==> src/rtl/piso_serializer_32_bit_if.sv <==
// Bundle of data, handshake and frame signals between the upstream PIPO stage,
// the serializer and the downstream serial consumer.
//   Parallel_Data_In : word to serialize (from upstream PIPO output)
//   Load_In          : load request; accepted when Ready_Out=1
//   Ready_Out        : serializer can accept a word on this falling edge
//   Shift_Enable_In  : downstream consumes the current bit on this edge
//   Serial_Data_Out  : current serial bit
//   Serial_Valid_Out : Serial_Data_Out holds a valid frame bit
//   Frame_Start_Out  : first bit of a frame is being presented
//   Frame_Done_Out   : one-cycle pulse after the last bit is consumed
//   Bit_Count_Out    : index of the bit currently presented
// Modports: slave = serializer side, master = driver/consumer side.
interface piso_serializer_32_bit_if #(
  parameter int unsigned DATA_WIDTH = 32
) ();
  localparam int unsigned CntW = (DATA_WIDTH > 1) ? $clog2(DATA_WIDTH) : 1;

  logic [DATA_WIDTH-1:0] Parallel_Data_In;
  logic                  Load_In;
  logic                  Ready_Out;
  logic                  Shift_Enable_In;
  logic                  Serial_Data_Out;
  logic                  Serial_Valid_Out;
  logic                  Frame_Start_Out;
  logic                  Frame_Done_Out;
  logic [CntW-1:0]       Bit_Count_Out;

  modport slave (
    input  Parallel_Data_In,
    input  Load_In,
    input  Shift_Enable_In,
    output Ready_Out,
    output Serial_Data_Out,
    output Serial_Valid_Out,
    output Frame_Start_Out,
    output Frame_Done_Out,
    output Bit_Count_Out
  );

  modport master (
    output Parallel_Data_In,
    output Load_In,
    output Shift_Enable_In,
    input  Ready_Out,
    input  Serial_Data_Out,
    input  Serial_Valid_Out,
    input  Frame_Start_Out,
    input  Frame_Done_Out,
    input  Bit_Count_Out
  );
endinterface

==> src/rtl/piso_serializer_32_bit.sv <==
// Parallel-in/serial-out serializer. Captures one word per Load/Ready handshake
// and presents it one bit per enabled cycle, with stall, frame-start and
// frame-done markers. All state changes on the falling edge of Clk_In.
// Ports:
//   Clk_In   : system clock (falling-edge active)
//   Reset_In : asynchronous reset, active-high
//   bus      : piso_serializer_32_bit_if.slave (data, handshake, frame outputs)
// Parameters:
//   DATA_WIDTH : word width (>= 2)
//   MSB_FIRST  : 1 = bit DATA_WIDTH-1 first, 0 = bit 0 first
module piso_serializer_32_bit #(
  parameter int unsigned DATA_WIDTH = 32,
  parameter bit          MSB_FIRST  = 1'b1
) (
  input  logic                      Clk_In,
  input  logic                      Reset_In,
  piso_serializer_32_bit_if.slave   bus
);
  localparam int unsigned CntW = (DATA_WIDTH > 1) ? $clog2(DATA_WIDTH) : 1;
  localparam logic [CntW-1:0] LastIdx = CntW'(DATA_WIDTH - 1);

  typedef enum logic [0:0] {StIdle, StShift} state_t;

  state_t                r_state, w_state_next;
  logic [DATA_WIDTH-1:0] r_shift, w_shift_next;
  logic [CntW-1:0]       r_count, w_count_next;
  logic                  r_done,  w_done_next;
  logic                  w_last;
  logic                  w_ready;
  logic                  w_accept;

  // Last bit is consumed on this edge; this is what opens the back-to-back window.
  assign w_last   = (r_state == StShift) && (r_count == LastIdx) && bus.Shift_Enable_In;
  assign w_ready  = (r_state == StIdle) || w_last;
  assign w_accept = bus.Load_In && w_ready;

  // State register
  always_ff @(negedge Clk_In or posedge Reset_In) begin
    if (Reset_In) begin
      r_state <= StIdle;
    end else begin
      r_state <= w_state_next;
    end
  end

  // Datapath registers
  always_ff @(negedge Clk_In or posedge Reset_In) begin
    if (Reset_In) begin
      r_shift <= '0;
      r_count <= '0;
      r_done  <= 1'b0;
    end else begin
      r_shift <= w_shift_next;
      r_count <= w_count_next;
      r_done  <= w_done_next;
    end
  end

  // Next-state logic
  always_comb begin
    w_state_next = r_state;
    unique case (r_state)
      StIdle:  if (bus.Load_In) w_state_next = StShift;
      StShift: if (w_last && !bus.Load_In) w_state_next = StIdle;
    endcase
  end

  // Datapath next-state
  always_comb begin
    w_shift_next = r_shift;
    w_count_next = r_count;
    w_done_next  = w_last;
    if (w_accept) begin
      w_shift_next = bus.Parallel_Data_In;
      w_count_next = '0;
    end else if (w_last) begin
      // Frame ends with no follow-on word; park the counter at 0 for IDLE.
      w_count_next = '0;
    end else if ((r_state == StShift) && bus.Shift_Enable_In) begin
      w_shift_next = MSB_FIRST ? {r_shift[DATA_WIDTH-2:0], 1'b0}
                               : {1'b0, r_shift[DATA_WIDTH-1:1]};
      w_count_next = r_count + CntW'(1);
    end
  end

  // Outputs: serial bit and markers come from registers only.
  always_comb begin
    bus.Serial_Valid_Out = (r_state == StShift);
    bus.Serial_Data_Out  = (r_state == StShift) &&
                           (MSB_FIRST ? r_shift[DATA_WIDTH-1] : r_shift[0]);
    bus.Frame_Start_Out  = (r_state == StShift) && (r_count == '0);
    bus.Frame_Done_Out   = r_done;
    bus.Bit_Count_Out    = r_count;
    bus.Ready_Out        = w_ready;
  end
endmodule

==> src/flat_wrapper.sv <==
// flat-port wrapper written by rule: the top's interface ports become plain ports
module piso_serializer_32_bit_flat 
#(
  parameter int unsigned DATA_WIDTH = 32,
  parameter bit          MSB_FIRST  = 1'b1
)
  (Clk_In, Reset_In, bus_Parallel_Data_In, bus_Load_In, bus_Shift_Enable_In, bus_Ready_Out, bus_Serial_Data_Out, bus_Serial_Valid_Out, bus_Frame_Start_Out, bus_Frame_Done_Out, bus_Bit_Count_Out);
  piso_serializer_32_bit_if #(.DATA_WIDTH(DATA_WIDTH)) bus_i ();
  input  logic Clk_In;
  input  logic Reset_In;
  input wire logic [$bits(bus_i.Parallel_Data_In)-1:0] bus_Parallel_Data_In;
  input wire logic [$bits(bus_i.Load_In)-1:0] bus_Load_In;
  input wire logic [$bits(bus_i.Shift_Enable_In)-1:0] bus_Shift_Enable_In;
  output wire logic [$bits(bus_i.Ready_Out)-1:0] bus_Ready_Out;
  output wire logic [$bits(bus_i.Serial_Data_Out)-1:0] bus_Serial_Data_Out;
  output wire logic [$bits(bus_i.Serial_Valid_Out)-1:0] bus_Serial_Valid_Out;
  output wire logic [$bits(bus_i.Frame_Start_Out)-1:0] bus_Frame_Start_Out;
  output wire logic [$bits(bus_i.Frame_Done_Out)-1:0] bus_Frame_Done_Out;
  output wire logic [$bits(bus_i.Bit_Count_Out)-1:0] bus_Bit_Count_Out;
  assign bus_i.Parallel_Data_In = bus_Parallel_Data_In;
  assign bus_i.Load_In = bus_Load_In;
  assign bus_i.Shift_Enable_In = bus_Shift_Enable_In;
  assign bus_Ready_Out = bus_i.Ready_Out;
  assign bus_Serial_Data_Out = bus_i.Serial_Data_Out;
  assign bus_Serial_Valid_Out = bus_i.Serial_Valid_Out;
  assign bus_Frame_Start_Out = bus_i.Frame_Start_Out;
  assign bus_Frame_Done_Out = bus_i.Frame_Done_Out;
  assign bus_Bit_Count_Out = bus_i.Bit_Count_Out;
  piso_serializer_32_bit #(.DATA_WIDTH(DATA_WIDTH), .MSB_FIRST(MSB_FIRST)) u_core (.Clk_In(Clk_In), .Reset_In(Reset_In), .bus(bus_i));
endmodule
==> config.mk <==
export PLATFORM = sky130hd
export DESIGN_NAME = piso_serializer_32_bit_flat
export DESIGN_NICKNAME = d
export VERILOG_FILES = /design/src/rtl/piso_serializer_32_bit_if.sv /design/src/rtl/piso_serializer_32_bit.sv /design/src/flat_wrapper.sv
export SDC_FILE = /design/constraint.sdc
export NUM_CORES = 1
export LEC_CHECK = 0
export ABC_AREA = 1
export BUFFER_PORTS_ARGS = -buffer_cell sky130_fd_sc_hd__buf_2
export CELL_PAD_IN_SITES_DETAIL_PLACEMENT = 1
export CELL_PAD_IN_SITES_GLOBAL_PLACEMENT = 1
export CORE_UTILIZATION = 39
export CTS_BUF_LIST = sky130_fd_sc_hd__clkbuf_16
export CTS_CLUSTER_DIAMETER = 200
export CTS_CLUSTER_SIZE = 30
export DETAILED_ROUTE_END_ITERATION = 8
export GPL_TIMING_DRIVEN = 0
export PLACE_DENSITY_LB_ADDON = 0.3
export SYNTH_ARGS = -nofsm -noshare
export SYNTH_HDL_FRONTEND = slang
export SYNTH_SLANG_ARGS = --single-unit
==> constraint.sdc <==
create_clock -name Clk_In -period 2.3 [get_ports Clk_In]
set_input_delay 0.115 -clock Clk_In [delete_from_list [all_inputs] [get_ports Clk_In]]
set_output_delay 0.115 -clock Clk_In [all_outputs]
set_load 0.01 [all_outputs]
# Word level (Yosys, flattened, before mapping)
# Cells that the tools add are included.
# W data, S select, Z words.
dict set report word_totals {
  out_inout_bits 10
  wordCells 30
  reg_bits 39
  inputBits 36
}
dict set report op_classes {
  bitwise 1
  n_mux 9
  reduce_logical 13
  n_addsub 1
  eq_ne 2
}
# operator n
set ops {}
lappend ops {{$mux W32} 3}
lappend ops {{$mux W5} 3}
lappend ops {{$logic_and A1 B1 Y1} 7}
lappend ops {{$add A5 B1 Y5 const B} 1}
lappend ops {{$eq A5 B5 Y1 const B} 1}
lappend ops {{$logic_not A5 Y1} 1}
lappend ops {{$reduce_bool A3 Y1} 1}
lappend ops {{$mux W1} 2}
lappend ops {{$ne A2 B2 Y1 const B} 1}
lappend ops {{$pmux W1 S2} 1}
lappend ops {{$reduce_and A2 Y1} 1}
lappend ops {{$reduce_bool A2 Y1} 1}
lappend ops {{$logic_not A1 Y1} 1}
lappend ops {{$logic_or A1 B1 Y1} 1}
lappend ops {{$not A1 Y1} 1}

# Longest topological paths before layout
dict set report depth {
  depth_word 7
  depth_mapped 11
  depth_no_buf 10
}

==> impl_metrics.json <==
{
  "antenna_found_initial": 0,
  "finalHoldViolCount": 0,
  "synth-seq-area-share_pct": 43.3,
  "grt_pass1_wl_um": 10400,
  "instances_no_fill": 458,
  "critical-path-slowest-cell": "dfrtn_1",
  "leakagePower_nw": 1.76,
  "ys_ff_latch": 39,
  "total_power_mw": 2.31,
  "ir_drop_mv": 0.361,
  "fin_setup_tns_ns": -0.984,
  "critPathLaunchType": "flop",
  "place_inst": 441,
  "die_w_um": 78.0,
  "dp_hpwl_um": 3810,
  "maxSlewViolCount": 0,
  "grt_remaining_overflow": 0,
  "num_rows": 27,
  "slew_headroom_pct": 42.1,
  "grtUsageMet2_pct": 37.3,
  "vias": 2173,
  "areaGrowthSynthToFinish_pct": 28.4,
  "cts_root_buf": "clkbuf_16",
  "worst_pin_slew_ns": 0.868,
  "syn_inst": 325,
  "rsz0062_at_grt": "true",
  "met1_usage_pct": 27.9,
  "synthesis.nets": 364,
  "finalSetupViolCount": 3,
  "routedWlPerCell_um": 13.8,
  "cp_data_required_time_ns": 2.18,
  "clkTransAtPathRegs_ns": 0.04,
  "clockBufferDepth": 2,
  "insertedDiodeCount": 0,
  "grtUsageMet3_pct": 4.77,
  "worstPathCellList": "ha_2 > nand2_2 > nor2_2 > ha_2 > nand3_4 > nand2_8 > buf_6",
  "clk_latency_ns": 0.30,
  "critPathMaxStageDelay_ns": 0.43,
  "endpoint_kind": "output port",
  "drive_gt1_share_pct": 24.6,
  "first_pass_iters": 4,
  "synthDistinctLibCells": 18,
  "viasPerCell": 4.74,
  "ys_warn_count": 0,
  "die_h_um": 78.0,
  "grt_max_degree": 40,
  "port_buffers": 44,
  "fin_worst_skew_ns": 0.00412,
  "numCtsBuffers": 5,
  "cp_max_fo": 2,
  "power_density_nw_per_um2": 799,
  "whs_ns": 0.424,
  "wirelength_um": 6320,
  "drt_iter0_markers": 87,
  "postPlaceCellArea_um2": 2580,
  "die_area_um2": 6090,
  "drc": 0,
  "fin_ws_ns": -0.595,
  "drv_cap": 0,
  "worst_path_most_repeated_cell": "ha_2",
  "clock-sinks": 39,
  "hold_class": "reg -> reg",
  "ant_nets": 0,
  "fin_nets": 425,
  "core_area_um2": 5540,
  "stdcell_area_um2": 2890,
  "violations": "negative setup slack",
  "start_util_pct": 40.7,
  "cts_tree": "yes",
  "critical_path_buf_inv_count": 1,
  "critPathArrivalTime_ns": 2.78,
  "status": "finished with violations",
  "htreeDepth": 2,
  "grt_pass1_vias": 2224,
  "grtUsageTotal_pct": 22.0,
  "boundaryPins": 46,
  "crit_family": "flip-flops",
  "criticalPathCategory": "reg -> out",
  "busiest_layer": "met2",
  "syn_avg_cell_area_um2": 6.93,
  "syn-cell-area_um2": 2250,
  "gp_congestion": 0.726
}
==> cell usage after synthesis, drive strengths merged <==
| cell type | number | area (um2) |
|---|---|---|
| nor2 | 7 | 36.3 |
| ha | 3 | 37.5 |
| nand3 | 71 | 368 |
| inv | 77 | 289 |
| clkbuf | 3 | 11.3 |
| o21ai | 5 | 25.0 |
| o22ai | 1 | 6.26 |
| nand2 | 104 | 398 |
| nor3 | 1 | 5.00 |
| buf | 14 | 101 |
| dfrtn | 39 | 976 |
==> metrics by stage <==
stage | setup WS, ns | utilization [%]
floorplan | -0.295 | -
global placement | -0.515 | 46.5
detailed placement | -0.536 | 46.5
CTS | -0.562 | 50.9
global route | -0.633 | 52.2
finish | -0.595 | 52.2
==> where the power goes <==
group          internal [mW]  switching, mW  leakage, nW
sequential             0.870          0.116        0.517
clock                  0.390          0.267       0.0671
combinational          0.284          0.385         1.18
==> routing by layer <==
metal / vias up / wire, um
met5: - / 0
met4: 0 / 136
met3: 12 / 218
met2: 41 / 3210
met1: 1033 / 2760
li1: 1087 / -
==> flip-flops by register name, summed over array words and instances (netlist names) <==
| signal | count |
|---|---|
| u_core.bus.Frame_Done_Out | 1 |
| u_core.bus.Serial_Valid_Out | 1 |
| u_core.r_shift | 32 |
| u_core.bus.Bit_Count_Out | 5 |
==> cell type report <==
class | count | area, um2
Buffer | 16 | 135
Clock buffer | 5 | 125
Clock inverter | 2 | 8.76
Fill cell | 746 | 2650
Inverter | 77 | 294
Multi-Input combinational cell | 192 | 940
Sequential cell | 39 | 976
Tap cell | 72 | 90.1
Timing Repair Buffer | 55 | 325
==> repair_timing <==
item / CTS / global route
buffers inserted: 9 / 4
pin swaps: 5 / 5
hold buffers: 0 / 0
setup endpoints to repair: 3 / 33
gates resized for setup: 12 / 16
hold endpoints to repair: 0 / 0
gates cloned: 0 / 0
==> worst reg2reg max path, cell delays in order, from the launching register on <==
cell     delay (ns)
dfrtn_1        0.43
ha_2           0.20
nand2_2        0.07
nor2_2         0.11
ha_2           0.22
nand3_4        0.11
buf_4          0.15
buf_4          0.14
nor2_2         0.13
nor2_4         0.08
buf_4          0.18
nand3_1        0.11
nand2_1        0.06
==> final timing paths <==
check / startpoint / endpoint / slack [ns] / cells past startpoint
max: u_core.bus.Bit_Count_Out[1]$_DFFE_NP0P_ / bus_Ready_Out / -0.59 / 7
min: u_core.r_shift[30]$_DFFE_NP0P_ / u_core.r_shift[30]$_DFFE_NP0P_ / 0.42 / 2
max reg2reg: u_core.bus.Bit_Count_Out[1]$_DFFE_NP0P_ / u_core.r_shift[19]$_DFFE_NP0P_ / 0.15 / 12
min reg2reg: u_core.r_shift[30]$_DFFE_NP0P_ / u_core.r_shift[30]$_DFFE_NP0P_ / 0.42 / 2
max in group asynchronous: Reset_In / u_core.r_shift[7]$_DFFE_NP0P_ / 0.70 / 2
min in group asynchronous: Reset_In / u_core.bus.Frame_Done_Out$_DFF_NP0_ / 1.03 / 2
==> cells by family (layout without fill, tap and decap cells) <==
group           count (synthesis)  after routing  synth area share (%)
simple gates                  183            183                  35.8
compound gates                  6              6                  1.39
fa+ha+maj                       3              3                  1.67
flops                          39             39                  43.3
buf+inv                        94            155                  17.8
==> layout by cell type (no fill, tap or decap), types with 2 or more instances in the layout <==
cell type	n
buf_6	7
nand2_2	3
inv_2	4
buf_4	15
nand2_1	99
inv_4	2
nand3_1	69
ha_2	2
clkbuf_1	3
o21ai_0	5
dfrtn_1	39
nand3_4	2
inv_1	71
clkbuf_16	5
buf_2	43
nor2_1	3
nor2_2	3
No activity file was read; power rests on OpenSTA's default activity.
